--- src/rtl/wb2stream_pkg.sv ---
// wb2stream_pkg: command codes, frame lengths and sync magic shared by both bridge ends
package wb2stream_pkg;
  typedef enum logic [3:0] {
    CMD_SYNC       = 4'd0,
    CMD_REG_ACCESS = 4'd1,
    CMD_DATA_SET   = 4'd2,
    CMD_DATA_GET   = 4'd3,
    CMD_AUX_CSR    = 4'd4
  } cmd_e;
  typedef enum logic [1:0] {K_WRITE, K_READ, K_AUX, K_SYNC} kind_e;
  localparam int CMD_BYTES = 5;
  localparam int RESP_BYTES = 4;
  localparam logic [31:0] SYNC_MAGIC = 32'hCAFEBABE;
  function automatic logic [39:0] cmd_frame(input cmd_e code, input logic [31:0] payload);
    return {code, 4'h0, payload};
  endfunction
endpackage

--- src/rtl/stream_resp_rx.sv ---
// stream_resp_rx: assembles 4 response bytes MSB first into a word and flags rx_last misplacement
module stream_resp_rx import wb2stream_pkg::*; (
  input  logic        clk,
  input  logic        rst,
  input  logic        en,
  input  logic [7:0]  rx_data,
  input  logic        rx_last,
  input  logic        rx_valid,
  output logic        done,
  output logic [31:0] word,
  output logic        frame_err
);
  logic [1:0] cnt;
  logic [23:0] sh;
  logic fourth;
  assign fourth = cnt == 2'(RESP_BYTES - 1);
  assign done = en & rx_valid & fourth;
  assign word = {sh, rx_data};
  assign frame_err = en & rx_valid & (rx_last ^ fourth);
  always_ff @(posedge clk or posedge rst) begin
    if (rst) begin
      cnt <= '0;
      sh <= '0;
    end else if (!en) begin
      cnt <= '0;
    end else if (rx_valid) begin
      cnt <= cnt + 1'b1;
      sh <= {sh[15:0], rx_data};
    end
  end
endmodule

--- src/rtl/wb2stream.sv ---
// wb2stream: bridges local wishbone/aux/sync requests to a remote byte-stream command bridge
module wb2stream import wb2stream_pkg::*; #(
  parameter int TIMEOUT = 65535
) (
  input  logic        clk,
  input  logic        rst,
  input  logic [19:0] wb_addr,
  input  logic [31:0] wb_wdata,
  output logic [31:0] wb_rdata,
  input  logic        wb_we,
  input  logic        wb_cyc,
  output logic        wb_ack,
  input  logic        aux_stb,
  input  logic [31:0] aux_data,
  output logic        aux_busy,
  input  logic        sync_req,
  output logic        sync_ok,
  output logic [7:0]  tx_data,
  output logic        tx_valid,
  input  logic        tx_ready,
  input  logic [7:0]  rx_data,
  input  logic        rx_last,
  input  logic        rx_valid,
  output logic        rx_ready,
  output logic        resp_err
);
  localparam logic [2:0] LAST_BYTE = 3'(CMD_BYTES - 1);
  localparam int TW = $clog2(TIMEOUT + 1);
  localparam logic [TW-1:0] TMO_LAST = TW'(TIMEOUT - 1);
  typedef enum logic [1:0] {IDLE, TX_CMD, WAIT_RESP} state_e;
  state_e state;
  kind_e kind;
  logic [2:0] byte_cnt;
  logic seq_idx;
  logic [71:0] rest;
  logic [TW-1:0] tmo;
  logic aux_pend, sync_pend;
  logic go_wb, go_aux, go_sync, tx_hs, last_byte, in_wait;
  logic rx_done, rx_ferr;
  logic [31:0] rx_word, reg_pl;
  logic [79:0] wb_frames;
  assign rx_ready = 1'b1;
  assign in_wait = state == WAIT_RESP;
  assign go_wb = wb_cyc & ~wb_ack;
  assign go_aux = ~go_wb & (aux_stb | aux_pend);
  assign go_sync = ~go_wb & ~go_aux & (sync_req | sync_pend);
  assign tx_hs = tx_valid & tx_ready;
  assign last_byte = byte_cnt == LAST_BYTE && (seq_idx || kind == K_AUX || kind == K_SYNC);
  assign aux_busy = aux_pend | sync_pend | (state != IDLE && (kind == K_AUX || kind == K_SYNC));
  assign reg_pl = {11'h0, ~wb_we, wb_addr};
  // Whole byte sequence is latched at grant, so wb_cyc may drop mid-transaction
  assign wb_frames = wb_we ? {cmd_frame(CMD_DATA_SET, wb_wdata), cmd_frame(CMD_REG_ACCESS, reg_pl)}
                           : {cmd_frame(CMD_REG_ACCESS, reg_pl), cmd_frame(CMD_DATA_GET, 32'h0)};
  stream_resp_rx u_rx (
    .clk(clk), .rst(rst), .en(in_wait), .rx_data(rx_data), .rx_last(rx_last), .rx_valid(rx_valid),
    .done(rx_done), .word(rx_word), .frame_err(rx_ferr)
  );
  always_ff @(posedge clk or posedge rst) begin
    if (rst) begin
      state <= IDLE;
      kind <= K_WRITE;
      byte_cnt <= '0;
      seq_idx <= 1'b0;
      rest <= '0;
      tmo <= '0;
      tx_data <= '0;
      tx_valid <= 1'b0;
      wb_ack <= 1'b0;
      wb_rdata <= '0;
      sync_ok <= 1'b0;
      resp_err <= 1'b0;
      aux_pend <= 1'b0;
      sync_pend <= 1'b0;
    end else begin
      wb_ack <= 1'b0;
      resp_err <= ((rx_valid & ~in_wait) | rx_ferr) ? 1'b1 : (sync_req ? 1'b0 : resp_err);
      aux_pend <= (aux_pend | aux_stb) & ~(state == IDLE & go_aux);
      sync_pend <= (sync_pend | sync_req) & ~(state == IDLE & go_sync);
      case (state)
        IDLE: if (go_wb | go_aux | go_sync) begin
          state <= TX_CMD;
          byte_cnt <= '0;
          seq_idx <= 1'b0;
          tx_valid <= 1'b1;
          kind <= go_wb ? (wb_we ? K_WRITE : K_READ) : (go_aux ? K_AUX : K_SYNC);
          {tx_data, rest} <= go_wb ? wb_frames
                           : {go_aux ? cmd_frame(CMD_AUX_CSR, aux_data) : cmd_frame(CMD_SYNC, 32'h0), 40'h0};
        end
        TX_CMD: if (tx_hs) begin
          {tx_data, rest} <= {rest, 8'h0};
          byte_cnt <= byte_cnt == LAST_BYTE ? 3'd0 : byte_cnt + 1'b1;
          seq_idx <= seq_idx | (byte_cnt == LAST_BYTE);
          if (last_byte) begin
            tx_valid <= 1'b0;
            tmo <= '0;
            state <= (kind == K_READ || kind == K_SYNC) ? WAIT_RESP : IDLE;
            wb_ack <= kind == K_WRITE;
          end
        end
        WAIT_RESP: begin
          tmo <= tmo + 1'b1;
          if (rx_done) begin
            state <= IDLE;
            if (kind == K_READ) begin
              wb_rdata <= rx_word;
              wb_ack <= 1'b1;
            end else sync_ok <= rx_word == SYNC_MAGIC;
          end else if (tmo == TMO_LAST) begin
            state <= IDLE;
            resp_err <= 1'b1;
            if (kind == K_READ) begin
              wb_rdata <= 32'hFFFFFFFF;
              wb_ack <= 1'b1;
            end else sync_ok <= 1'b0;
          end
        end
        default: state <= IDLE;
      endcase
    end
  end
endmodule
--- config.mk ---
export PLATFORM = sky130hd
export DESIGN_NAME = wb2stream
export DESIGN_NICKNAME = d
export VERILOG_FILES = /design/src/rtl/wb2stream_pkg.sv /design/src/rtl/stream_resp_rx.sv /design/src/rtl/wb2stream.sv
export SDC_FILE = /design/constraint.sdc
export NUM_CORES = 1
export LEC_CHECK = 0
export ABC_AREA = 1
export BUFFER_PORTS_ARGS = -buffer_cell sky130_fd_sc_hd__buf_2
export CAP_MARGIN = 20
export CORE_ASPECT_RATIO = 0.6
export CORE_UTILIZATION = 45
export CTS_CLUSTER_DIAMETER = 40
export DETAILED_ROUTE_END_ITERATION = 12
export GPL_ROUTABILITY_DRIVEN = 0
export PLACE_DENSITY = 0.66
export SLEW_MARGIN = 40
export SYNTH_ARGS = -nofsm -noshare
export SYNTH_HDL_FRONTEND = slang
export SYNTH_SLANG_ARGS = --single-unit
export TNS_END_PERCENT = 30
--- constraint.sdc ---
create_clock -name clk -period 6.6 [get_ports clk]
set_input_delay 0.33 -clock clk [delete_from_list [all_inputs] [get_ports clk]]
set_output_delay 0.33 -clock clk [all_outputs]
set_load 0.03 [all_outputs]
==> results of run 1 <==
## cell usage in the layout, fill, tap and decap left out, types with 4 or more instances in the layout
cell       synthesis  routed
a21oi_2           10      10
nand4_1           27      27
a21oi_1           41      41
dfrtp_1          168     168
buf_2             23     145
clkbuf_16          0      17
o21ai_1           20      20
o21ai_0           95      95
ha_1               8       7
nand2_2            5       5
buf_4              7       5
mux2i_1            8       8
inv_8              0       4
nand2_1          358     358
nor3_1             5       5
nor2_1            86      85
inv_1            100      99
nand3_1           54      54
## cell families (layout without fill, tap and decap cells)
family	count (synthesis)	count (layout)	share of synthesized area (%)
and+or+nand+nor	546	546	27.37
AOI/OAI and AO/OA	174	174	11.32
DFF	168	168	50.72
buffers and inverters	158	287	8.271
adders and majority gates	8	8	1.208
muxes	8	8	0.9661
other	1	1	0.04524
xor gates and xnor gates	1	1	0.1057
## area by class of cell
cell class	count	area (um2)	share of cell area (%)
sequential	168	4204	43.32
multi-input combinational	738	3410	35.13
timing repair buffer	152	785.8	8.096
tap	240	300.3	3.094
clock inverter	13	165.2	1.702
clock buffer	18	439.2	4.525
inverter	104	401.6	4.138
## power by group through the flow
stage	sequential [mW]	combinational (mW)	clock [mW]
after global routing	1.54	1.39	1.09
after CTS	1.50	1.23	1.04
after detailed placement	1.51	1.22	0
after floorplan	1.51	0.935	0
after global placement	1.51	1.19	0
final	1.51	1.22	1.02
## state kept, by name (all words and copies together), names as in the netlist
| name | count |
|---|---|
| state | 2 |
| wb_ack | 1 |
| sync_pend | 1 |
| rest | 72 |
| u_rx.cnt | 2 |
| u_rx.sh | 24 |
| wb_rdata | 32 |
| tx_data | 8 |
| tx_valid | 1 |
| sync_ok | 1 |
| byte_cnt | 3 |
| kind | 2 |
| resp_err | 1 |
| aux_pend | 1 |
| seq_idx | 1 |
| tmo | 16 |
## routing by layer
| metal | wire, um | GRT usage, % | up-vias |
|---|---|---|---|
| li1 | - | - | 3620 |
| met1 | 11080 | 36.59 | 3344 |
| met2 | 8300 | 30.27 | 193 |
| met3 | 1110 | 4.823 | 18 |
| met4 | 186 | 5.049 | 0 |
| met5 | 0 | 0 | - |
## worst paths after layout
| check | startpoint | endpoint | slack (ns) |
|---|---|---|---|
| max | state[1]$_DFFE_PP0P_ | rest[56]$_DFFE_PP0P_ | 3.45 |
| min | rst | rest[20]$_DFFE_PP0P_ | -0.01 |
| max reg2reg | state[1]$_DFFE_PP0P_ | rest[56]$_DFFE_PP0P_ | 3.45 |
| min reg2reg | sync_ok$_DFFE_PP0P_ | sync_ok$_DFFE_PP0P_ | 0.47 |
| max in group asynchronous | rst | wb_rdata[10]$_DFFE_PP0P_ | 5.51 |
| min in group clk | rx_data[2] | u_rx.sh[2]$_DFFE_PP0P_ | 0.16 |
## per-stage QoR
| stage | instances | utilization (%) | hold slack, ns | worst slack (ns) |
|---|---|---|---|---|
| after floorplan | 1064 | - | 0.4486 | 1.723 |
| after global placement | 1402 | 50.27 | 0.4520 | 3.230 |
| after detailed placement | 1402 | 50.35 | 0.4543 | 3.632 |
| after CTS | 1433 | 53.70 | 0.08023 | 3.605 |
| after global routing | 1433 | 53.72 | 0.05022 | 3.180 |
| final | 1433 | 53.72 | -0.01408 | 3.448 |
==> reports/qor.yml, run 1 <==
run_status:
  status: "finished with violations"
  violations: "hold timing"
power:
  seqPwrFrac_pct: 40.2
  power_mw: 3.745
  p_int_mw: 2.253
  combPwrFrac_pct: 32.5
  p_switching_mw: 1.492
  p_leak_nw: 4.912
  peakVddDrop_uv: 278.0
  power_density_nw_per_um2: 385.8
  switching_share_pct: 39.84
  clkPwrFrac_pct: 27.3
cells_and_area:
  finalInstanceArea_um2: 9706
  nets: 1290
  n_fill_cell: 1758
  syn2layout_area_growth_pct: 17.09
  drive_gt1_share_pct: 18.11
  antenna_cells: 0
clock_network:
  cts.sinks: 168
  clkTransAtPathRegs_ns: 0.07
  cts_resized: 0
  cts_buffers: 17
  clock_path_buffers: 2
  post_cts_buffers: 0
  hold_buffers: 0
  cts_root_buffer: "clkbuf_16"
  htree_levels: 4
  cts_tree: "done"
  clk_latency_ns: 0.43
route:
  drt_wl_total_um: 20680
  wl_per_cell_um: 14.43
  ant_nets: 0
  vias: 7175
  drc_errors: 0
  via_per_inst: 5.007
  drtIter0Drc: 651
  drt_first_pass_iters: 6
floorplan:
  die_area_um2: 18990
  die_h_um: 107.1
  coreArea_um2: 18070
  std_cell_rows: 38
  io_pins: 147
  die_x_um: 177.2
  start_util_pct: 45.88
critical_path:
  critical_path_arrival_ns: 3.45
  crit_slowest_cell: "clkinv_2"
  crit_chain: "inv_1 > ha_2 > clkinv_2 > nor2_1 > a21oi_2 > nand2_2 > buf_6 > inv_4 > nand2_1 > o21ai_0"
  critPathBufInv: 4
  cp_max_fo: 103
  r2r_cells: 10
  critPathKind: "reg2reg"
  path_depth: 10
  required_ns: 6.90
  crit_path_end_kind: "flop"
  crit_path_start_kind: "flop"
  crit_family: "buffers and inverters"
  critPathMaxStageDelay_ns: 0.52
sta:
  maxSlewHeadroom_pct: 44.55
  tightestPinTransition_ns: 0.8318
  setup_viol: 0
  fin_skew_ns: 0.01061
  setup_tns_ns: 0
  hold_violations: 26
  slew_violations: 0
  period_minus_slack_ns: 3.152
  finalCritPeriodShare_pct: 47.75
  rsz0062_at_grt: "no"
  max_freq_ghz: 0.3173
  fin_hold_ws_ns: -0.01408
hold_path:
  hold_class: "in2async"
grt:
  grt-ovfl-total: 0
  grt_max_degree: 104
  grt_pass1_wl_um: 33530
  track_usage_pct: 22.70
  antenna_found_initial: 0
  grt_pass1_vias: 6488
synthesis:
  yosysWarnings: 0
  synth_common_cells: "nand2_1, dfrtp_1, inv_1"
  async_flop_share_pct: 100.0
  avgSynthCellArea_um2: 7.791
  synth_seq_cells: 168
  ys.flop_type: "dfrtp_1"
  synth-edff-count: 0
  synth_top_area_cell: "dfrtp_1"
  netlist_instances: 1064
  yosysSeqAreaShare_pct: 50.72
  synth_most_common_cell: "nand2_1"
  synth_nets: 1173
  synth_area_leaders: "dfrtp_1, nand2_1, o21ai_0"
  synth_cell_types: 34
  yosysTopAreaCellShare_pct: 50.72
  synth_area_um2: 8289
place:
  portBuffers: 145
  placed_area_um2: 9097
  hpwl_um: 14170
flow_run:
  drv_cap: 0
No activity file was read; power rests on OpenSTA's default activity.
==> inputs of run 2 (changes only) <==
--- a/config.mk
+++ b/config.mk
@@ -13,7 +13,7 @@
 export CTS_CLUSTER_DIAMETER = 40
 export DETAILED_ROUTE_END_ITERATION = 12
 export GPL_ROUTABILITY_DRIVEN = 0
-export PLACE_DENSITY = 0.66
+export PLACE_DENSITY = 0.69
 export SLEW_MARGIN = 40
 export SYNTH_ARGS = -nofsm -noshare
 export SYNTH_HDL_FRONTEND = slang
==> constraint.sdc (replaced) <==
create_clock -name clk -period 2.53 [get_ports clk]
set_input_delay 0.1265 -clock clk [delete_from_list [all_inputs] [get_ports clk]]
set_output_delay 0.1265 -clock clk [all_outputs]
set_load 0.03 [all_outputs]
==> run 2 against run 1 <==
The run now ends clean. Die area unchanged. Clock-buffer cell count shrank 1. Wire length shrank 0.87%. Utilization up 1.9 points. Largest cell class unchanged.
==> reports/qor.yml, run 2 (same netlist as run 1, synthesis figures left out) <==
run_status:
  status: "completed"  # was finished with violations
sta:
  setup_viol: 0  # unchanged
  slew_violations: 0  # unchanged
  maxSlewHeadroom_pct: 65.16  # was 44.55%
  rsz0062_at_grt: "no"  # unchanged
  fin_hold_ws_ns: 0.01136  # was -0.01408 ns
  hold_violations: 0  # was 26
  max_freq_ghz: 0.4992  # was 0.3173 GHz
  fin_skew_ns: 0.01592  # was 0.01061 ns
  tightestPinTransition_ns: 0.5207  # was 0.8318 ns
  period_minus_slack_ns: 2.003  # was 3.152 ns
  finalCritPeriodShare_pct: 79.17  # was 47.75%
  setup_tns_ns: 0  # unchanged
critical_path:
  reg2reg_setup_slack_ns: 0.53  # was 3.45 ns
  regToRegEndpoint: "wb_rdata[28]$_DFFE_PP0P_"  # was rest[56]$_DFFE_PP0P_
  critical_path_arrival_ns: 2.35  # was 3.45 ns
  critPathKind: "reg2reg"  # unchanged
  crit_path_end_kind: "flop"  # unchanged
  rr_startpoint: "state[0]$_DFFE_PP0P_"  # was state[1]$_DFFE_PP0P_
  crit_path_start_kind: "flop"  # unchanged
  r2r_cells: 8  # was 10
  required_ns: 2.88  # was 6.90 ns
  cp_max_fo: 33  # was 103
place:
  portBuffers: 145  # unchanged
  placed_area_um2: 9256  # was 9097 um2
  hpwl_um: 14470  # was 14170 um
clock_network:
  cts_tree: "done"  # unchanged
  clkTransAtPathRegs_ns: 0.08  # was 0.07 ns
  htree_levels: 4  # unchanged
  post_cts_buffers: 0  # unchanged
  cts.sinks: 168  # unchanged
  clk_latency_ns: 0.43  # about the same
  cts_buffers: 17  # unchanged
  clock_path_buffers: 2  # unchanged
  cts_root_buffer: "clkbuf_16"  # unchanged
cells_and_area:
  syn2layout_area_growth_pct: 21.28  # was 17.09%
  final_common_cell: "nand2_1"  # unchanged
  final_cell_mix: "nand2_1, dfrtp_1, buf_2"  # unchanged
  largest_register_ffs: 72  # unchanged
  largestRegisters: "rest (72), wb_rdata (32), u_rx.sh (24)"  # unchanged
  drive_gt1_share_pct: 18.92  # was 18.11%
  finalInstanceArea_um2: 10050  # was 9706 um2
  regMostFlops: "rest"  # unchanged
  nets: 1322  # was 1290
route:
  wl_per_cell_um: 13.97  # was 14.43 um
  vias: 7267  # was 7175
  ant_nets: 0  # unchanged
  drc_errors: 0  # unchanged
  drt_first_pass_iters: 7  # was 6
  drt_wl_total_um: 20500  # was 20680 um
  drtIter0Drc: 534  # was 651
  via_per_inst: 4.954  # was 5.007
grt:
  use_met2_pct: 31.75  # was 30.27%
  grt-ovfl-total: 0  # unchanged
  antenna_found_initial: 1  # was 0
  grt_max_degree: 103  # was 104
  track_usage_pct: 22.45  # was 22.70%
  met3_usage_pct: 4.078  # was 4.823%
  met1_usage_pct: 35.14  # was 36.59%
  top_usage_layer: "met1"  # unchanged
  grt_pass1_vias: 6607  # was 6488
  grt_pass1_wl_um: 33360  # was 33530 um
hold_path:
  hold_class: "in2reg"  # was in2async
  holdCritStartpoint: "wb_addr[16]"
  holdPathStages: 5
  hold_end: "rest[16]$_DFFE_PP0P_"
power:
  p_leak_nw: 5.077  # was 4.912 nW
  power_mw: 9.873  # was 3.745 mW
  power_density_nw_per_um2: 982.0  # was 385.8 nW/um2
  peakVddDrop_uv: 1090  # was 278.0 uV
floorplan:
  io_pins: 147  # unchanged
  std_cell_rows: 38  # unchanged
  coreArea_um2: 18070  # unchanged
  start_util_pct: 45.88  # unchanged
  die_h_um: 107.1  # unchanged
  die_area_um2: 18990  # unchanged
  die_x_um: 177.2  # unchanged
flow_run:
  drv_cap: 0  # unchanged
-- run 2: metal layers --
| metal | wire length (um) | vias up |
|---|---|---|
| met5 | 0 | - |
| met4 | 72 | 0 |
| met3 | 917 | 10 |
| met2 | 8644 | 201 |
| met1 | 10870 | 3385 |
| li1 | - | 3671 |
-- run 2: worst max-delay path by stage --
stage,slack (ns),end,from
detailed placement,0.54,wb_rdata[28]$_DFFE_PP0P_,state[0]$_DFFE_PP0P_
CTS,0.52,wb_rdata[28]$_DFFE_PP0P_,state[0]$_DFFE_PP0P_
finish,0.53,wb_rdata[28]$_DFFE_PP0P_,state[0]$_DFFE_PP0P_
floorplan,0.26,aux_pend$_DFF_PP0_,rst
global placement,0.64,wb_rdata[18]$_DFFE_PP0P_,state[0]$_DFFE_PP0P_
global route,0.35,wb_rdata[27]$_DFFE_PP0P_,state[0]$_DFFE_PP0P_
-- run 2: worst max-delay path, cell delays in order (launching register included) --
cell and delay, ns:
dfrtp_1 0.41, inv_1 0.09, ha_1 0.23, nand2_4 0.08
nor2_4 0.22, inv_2 0.08, o21ai_4 0.11, nand3_4 0.39
a21oi_1 0.29
-- run 2: what timing repair did --
| action | CTS | global route |
|---|---|---|
| gates resized for setup | 0 | 0 |
| endpoints found under the hold margin | 71 | 0 |
| hold buffers | 17 | 0 |
-- run 2: where the power goes --
group	internal (mW)	switching (mW)
clock	1.35	1.30
combinational	1.06	2.23
sequential	3.43	0.503
total	5.84	4.03
-- run 2: area by class of cell --
| type | instances | area [um2] |
|---|---|---|
| Timing Repair Buffer | 184 | 1124 |
| Sequential cell | 168 | 4204 |
| Fill cell | 1686 | 8014 |
| Antenna cell | 1 | 2.502 |
| Multi-Input combinational cell | 738 | 3405 |
| Tap cell | 240 | 300.3 |
| Clock inverter | 15 | 198.9 |
| Inverter | 104 | 394.1 |
| Clock buffer | 17 | 425.4 |
-- run 2: metrics by stage --
step / util [%] / worst slack (ns) / cells
finish: 55.64 / 0.5269 / 1467
detailed placement: 51.23 / 0.5404 / 1417
global route: 55.64 / 0.3520 / 1467
global placement: 51.12 / 0.6390 / 1416
floorplan: - / 0.2628 / 1064
CTS: 55.63 / 0.5238 / 1466
==> inputs of run 3 (changes only) <==
--- a/config.mk
+++ b/config.mk
@@ -13,7 +13,7 @@
 export CTS_CLUSTER_DIAMETER = 40
 export DETAILED_ROUTE_END_ITERATION = 12
 export GPL_ROUTABILITY_DRIVEN = 0
-export PLACE_DENSITY = 0.69
+export PLACE_DENSITY = 0.66
 export SLEW_MARGIN = 40
 export SYNTH_ARGS = -nofsm -noshare
 export SYNTH_HDL_FRONTEND = slang
==> constraint.sdc (replaced) <==
create_clock -name clk -period 2.05 [get_ports clk]
set_input_delay 0.1025 -clock clk [delete_from_list [all_inputs] [get_ports clk]]
set_output_delay 0.1025 -clock clk [all_outputs]
set_load 0.03 [all_outputs]
==> run 3 against run 2 <==
Final cell count increased by 0.68%. Utilization up 0.71 points. Register-to-register slack worse by 0.35 ns. Largest cell class unchanged. Clock power grew 24%. Non-clock buffer count rose by 10. First-iteration DRC count is 23% higher. Cell area increased by 1.3%. Sequential power is 23% higher. Die area unchanged.
==> reports/qor.yml, run 3 (same netlist as run 1, synthesis figures left out) <==
cells_and_area:
  final_common_cell: "nand2_1"  # unchanged
  regMostFlops: "rest"  # unchanged
  largest_register_ffs: 72  # unchanged
  nets: 1332  # was 1322
  seqCellArea_um2: 4204  # unchanged
  final_cell_mix: "nand2_1, dfrtp_1, buf_2"  # unchanged
  largestRegisters: "rest (72), wb_rdata (32), u_rx.sh (24)"  # unchanged
  finish.utilization_pct: 56.35  # was 55.64%
  drive_gt1_share_pct: 19.34  # was 18.92%
  n_fill_cell: 1685  # was 1686
  syn2layout_area_growth_pct: 22.82  # was 21.28%
  multi_input_area_um2: 3405  # unchanged
  finalInstanceArea_um2: 10180  # was 10050 um2
power:
  peakVddDrop_uv: 802.2  # was 1090 uV
  p_leak_nw: 5.135  # was 5.077 nW
  power_density_nw_per_um2: 1214  # was 982.0 nW/um2
clock_network:
  cts_root_buffer: "clkbuf_16"  # unchanged
  cts_buffers: 17  # unchanged
  cts_tree: "done"  # unchanged
  cts.sinks: 168  # unchanged
  htree_levels: 4  # unchanged
  clock_path_buffers: 2  # unchanged
  clkTransAtPathRegs_ns: 0.07  # was 0.08 ns
  post_cts_buffers: 0  # unchanged
  clk_latency_ns: 0.44  # was 0.43 ns
critical_path:
  reg2reg_setup_slack_ns: 0.18  # was 0.53 ns
  rr_startpoint: "state[1]$_DFFE_PP0P_"  # was state[0]$_DFFE_PP0P_
  r2r_cells: 9  # was 8
  critPathBufInv: 3  # was 2
  cp_max_fo: 73  # was 33
  required_ns: 2.38  # was 2.88 ns
  critPathKind: "reg2reg"  # unchanged
  critical_path_arrival_ns: 2.20  # was 2.35 ns
  crit_slowest_cell: "buf_6"  # was dfrtp_1
  crit_path_start_kind: "flop"  # unchanged
  crit_family: "buffers and inverters"  # was simple AND/OR/NAND/NOR gates
  regToRegEndpoint: "rest[39]$_DFFE_PP0P_"  # was wb_rdata[28]$_DFFE_PP0P_
  crit_path_end_kind: "flop"  # unchanged
  critPathMaxStageDelay_ns: 0.41  # about the same
  crit_chain: "inv_1 > ha_2 > inv_2 > nor2_1 > a21oi_2 > nand2_2 > buf_6 > nand2_1 > o21ai_0"  # was inv_1 > ha_1 > nand2_4 > nor2_4 > inv_2 > o21ai_4 > nand3_4 > a21oi_1
floorplan:
  die_h_um: 107.1  # unchanged
  std_cell_rows: 38  # unchanged
  start_util_pct: 45.88  # unchanged
  io_pins: 147  # unchanged
  die_area_um2: 18990  # unchanged
  coreArea_um2: 18070  # unchanged
  die_x_um: 177.2  # unchanged
hold_path:
  hold_class: "in2reg"  # unchanged
  holdPathStages: 3  # was 5
  holdCritStartpoint: "aux_stb"  # was wb_addr[16]
  hold_end: "aux_pend$_DFF_PP0_"  # was rest[16]$_DFFE_PP0P_
sta:
  hold_violations: 0  # unchanged
  finalCritPeriodShare_pct: 91.22  # was 79.17%
  setup_viol: 0  # unchanged
  tightestPinTransition_ns: 0.5347  # was 0.5207 ns
  maxSlewHeadroom_pct: 64.28  # was 65.16%
  slew_violations: 0  # unchanged
  fin_skew_ns: 0.01960  # was 0.01592 ns
  max_freq_ghz: 0.5347  # was 0.4992 GHz
  period_minus_slack_ns: 1.870  # was 2.003 ns
route:
  top_layer_used: "met4"  # unchanged
  drc_errors: 0  # unchanged
  vias: 7429  # was 7267
  met2RoutedLength_um: 8702  # was 8644 um
  met1Wirelength_um: 11060  # was 10870 um
  met3_length_um: 1258  # was 917 um
  drt_wl_total_um: 21160  # was 20500 um
  via_per_inst: 5.030  # was 4.954
  drt_first_pass_iters: 5  # was 7
  wl_per_cell_um: 14.33  # was 13.97 um
  ant_nets: 0  # unchanged
  drtIter0Drc: 657  # was 534
grt:
  grt_pass1_wl_um: 34730  # was 33360 um
  grt-ovfl-total: 0  # unchanged
  grt_pass1_vias: 6693  # was 6607
  grt_max_degree: 74  # was 103
  track_usage_pct: 23.37  # was 22.45%
  antenna_found_initial: 1  # unchanged
flow_run:
  drv_cap: 0  # unchanged
place:
  placed_area_um2: 9359  # was 9256 um2
  hpwl_um: 15100  # was 14470 um
  portBuffers: 145  # unchanged
run_status:
  status: "completed"  # unchanged
-- run 3: cell types whose count changed in the layout (fill, tap and decap cells not counted), moves of 2 or more --
cell / before / now
clkinv_4: 3 / 0
buf_12: 5 / 9
inv_8: 3 / 6
buf_4: 17 / 19
dlygate4sd3_1: 17 / 20
clkinv_8: 7 / 5
-- run 3: timing repair --
item,in CTS,in global routing
endpoints found under the hold margin,41,0
hold buffers,20,0
gates resized for setup,0,1
endpoints found under the setup margin,0,52
-- run 3: cell type report --
class                   count  area share (%)
diodes                      1         0.02458
clock buffers              17           4.178
clock inverters            15           1.868
multi-input cells         738           33.44
well taps                 240           2.949
flip-flops and latches    168           41.29
repair buffers            194           12.38
inverters                 104           3.871
-- run 3: metal layers --
metal,track usage [%],vias up
met1,38.39,3476
met5,0,-
met4,5.049,0
met2,31.28,219
li1,-,3710
met3,3.759,24
-- run 3: worst min-delay path, cell delays in order --
cell	delay, ns
buf_2	0.11
nor2_1	0.08
a21oi_1	0.11
-- run 3: worst max-delay path by stage --
stage	start	to	slack, ns	cells after the start
global route	state[1]$_DFFE_PP0P_	rest[34]$_DFFE_PP0P_	-0.004	9
global placement	state[1]$_DFFE_PP0P_	rest[66]$_DFFE_PP0P_	0.11	8
floorplan	rst	aux_pend$_DFF_PP0_	-0.19	1
detailed placement	state[1]$_DFFE_PP0P_	rest[68]$_DFFE_PP0P_	0.02	8
CTS	state[1]$_DFFE_PP0P_	rest[68]$_DFFE_PP0P_	0.02	8
finish	state[1]$_DFFE_PP0P_	rest[39]$_DFFE_PP0P_	0.18	9
-- run 3: report_power, final --
group / internal (mW) / switching (mW) / leakage, nW / total [mW]
combinational: 1.40 / 2.82 / 2.75 / 4.22
sequential: 4.24 / 0.603 / 2.09 / 4.84
clock: 1.68 / 1.61 / 0.297 / 3.29
total: 7.32 / 5.04 / 5.14 / 12.4
-- run 3: through the flow --
stage          worst slack, ns  power (mW)  instances  hold WS, ns  setup TNS, ns
2_1_floorplan          -0.1932       7.864       1064       0.2235         -32.46
3_3_place_gp            0.1068       8.994       1424       0.1750              0
3_5_place_dp           0.02075       9.095       1424       0.1768              0
4_1_cts                0.01600       12.41       1476      0.01029              0
5_1_grt              -0.003654       13.27       1477      0.03898      -0.003654
6_report                0.1799       12.36       1477      0.02159              0
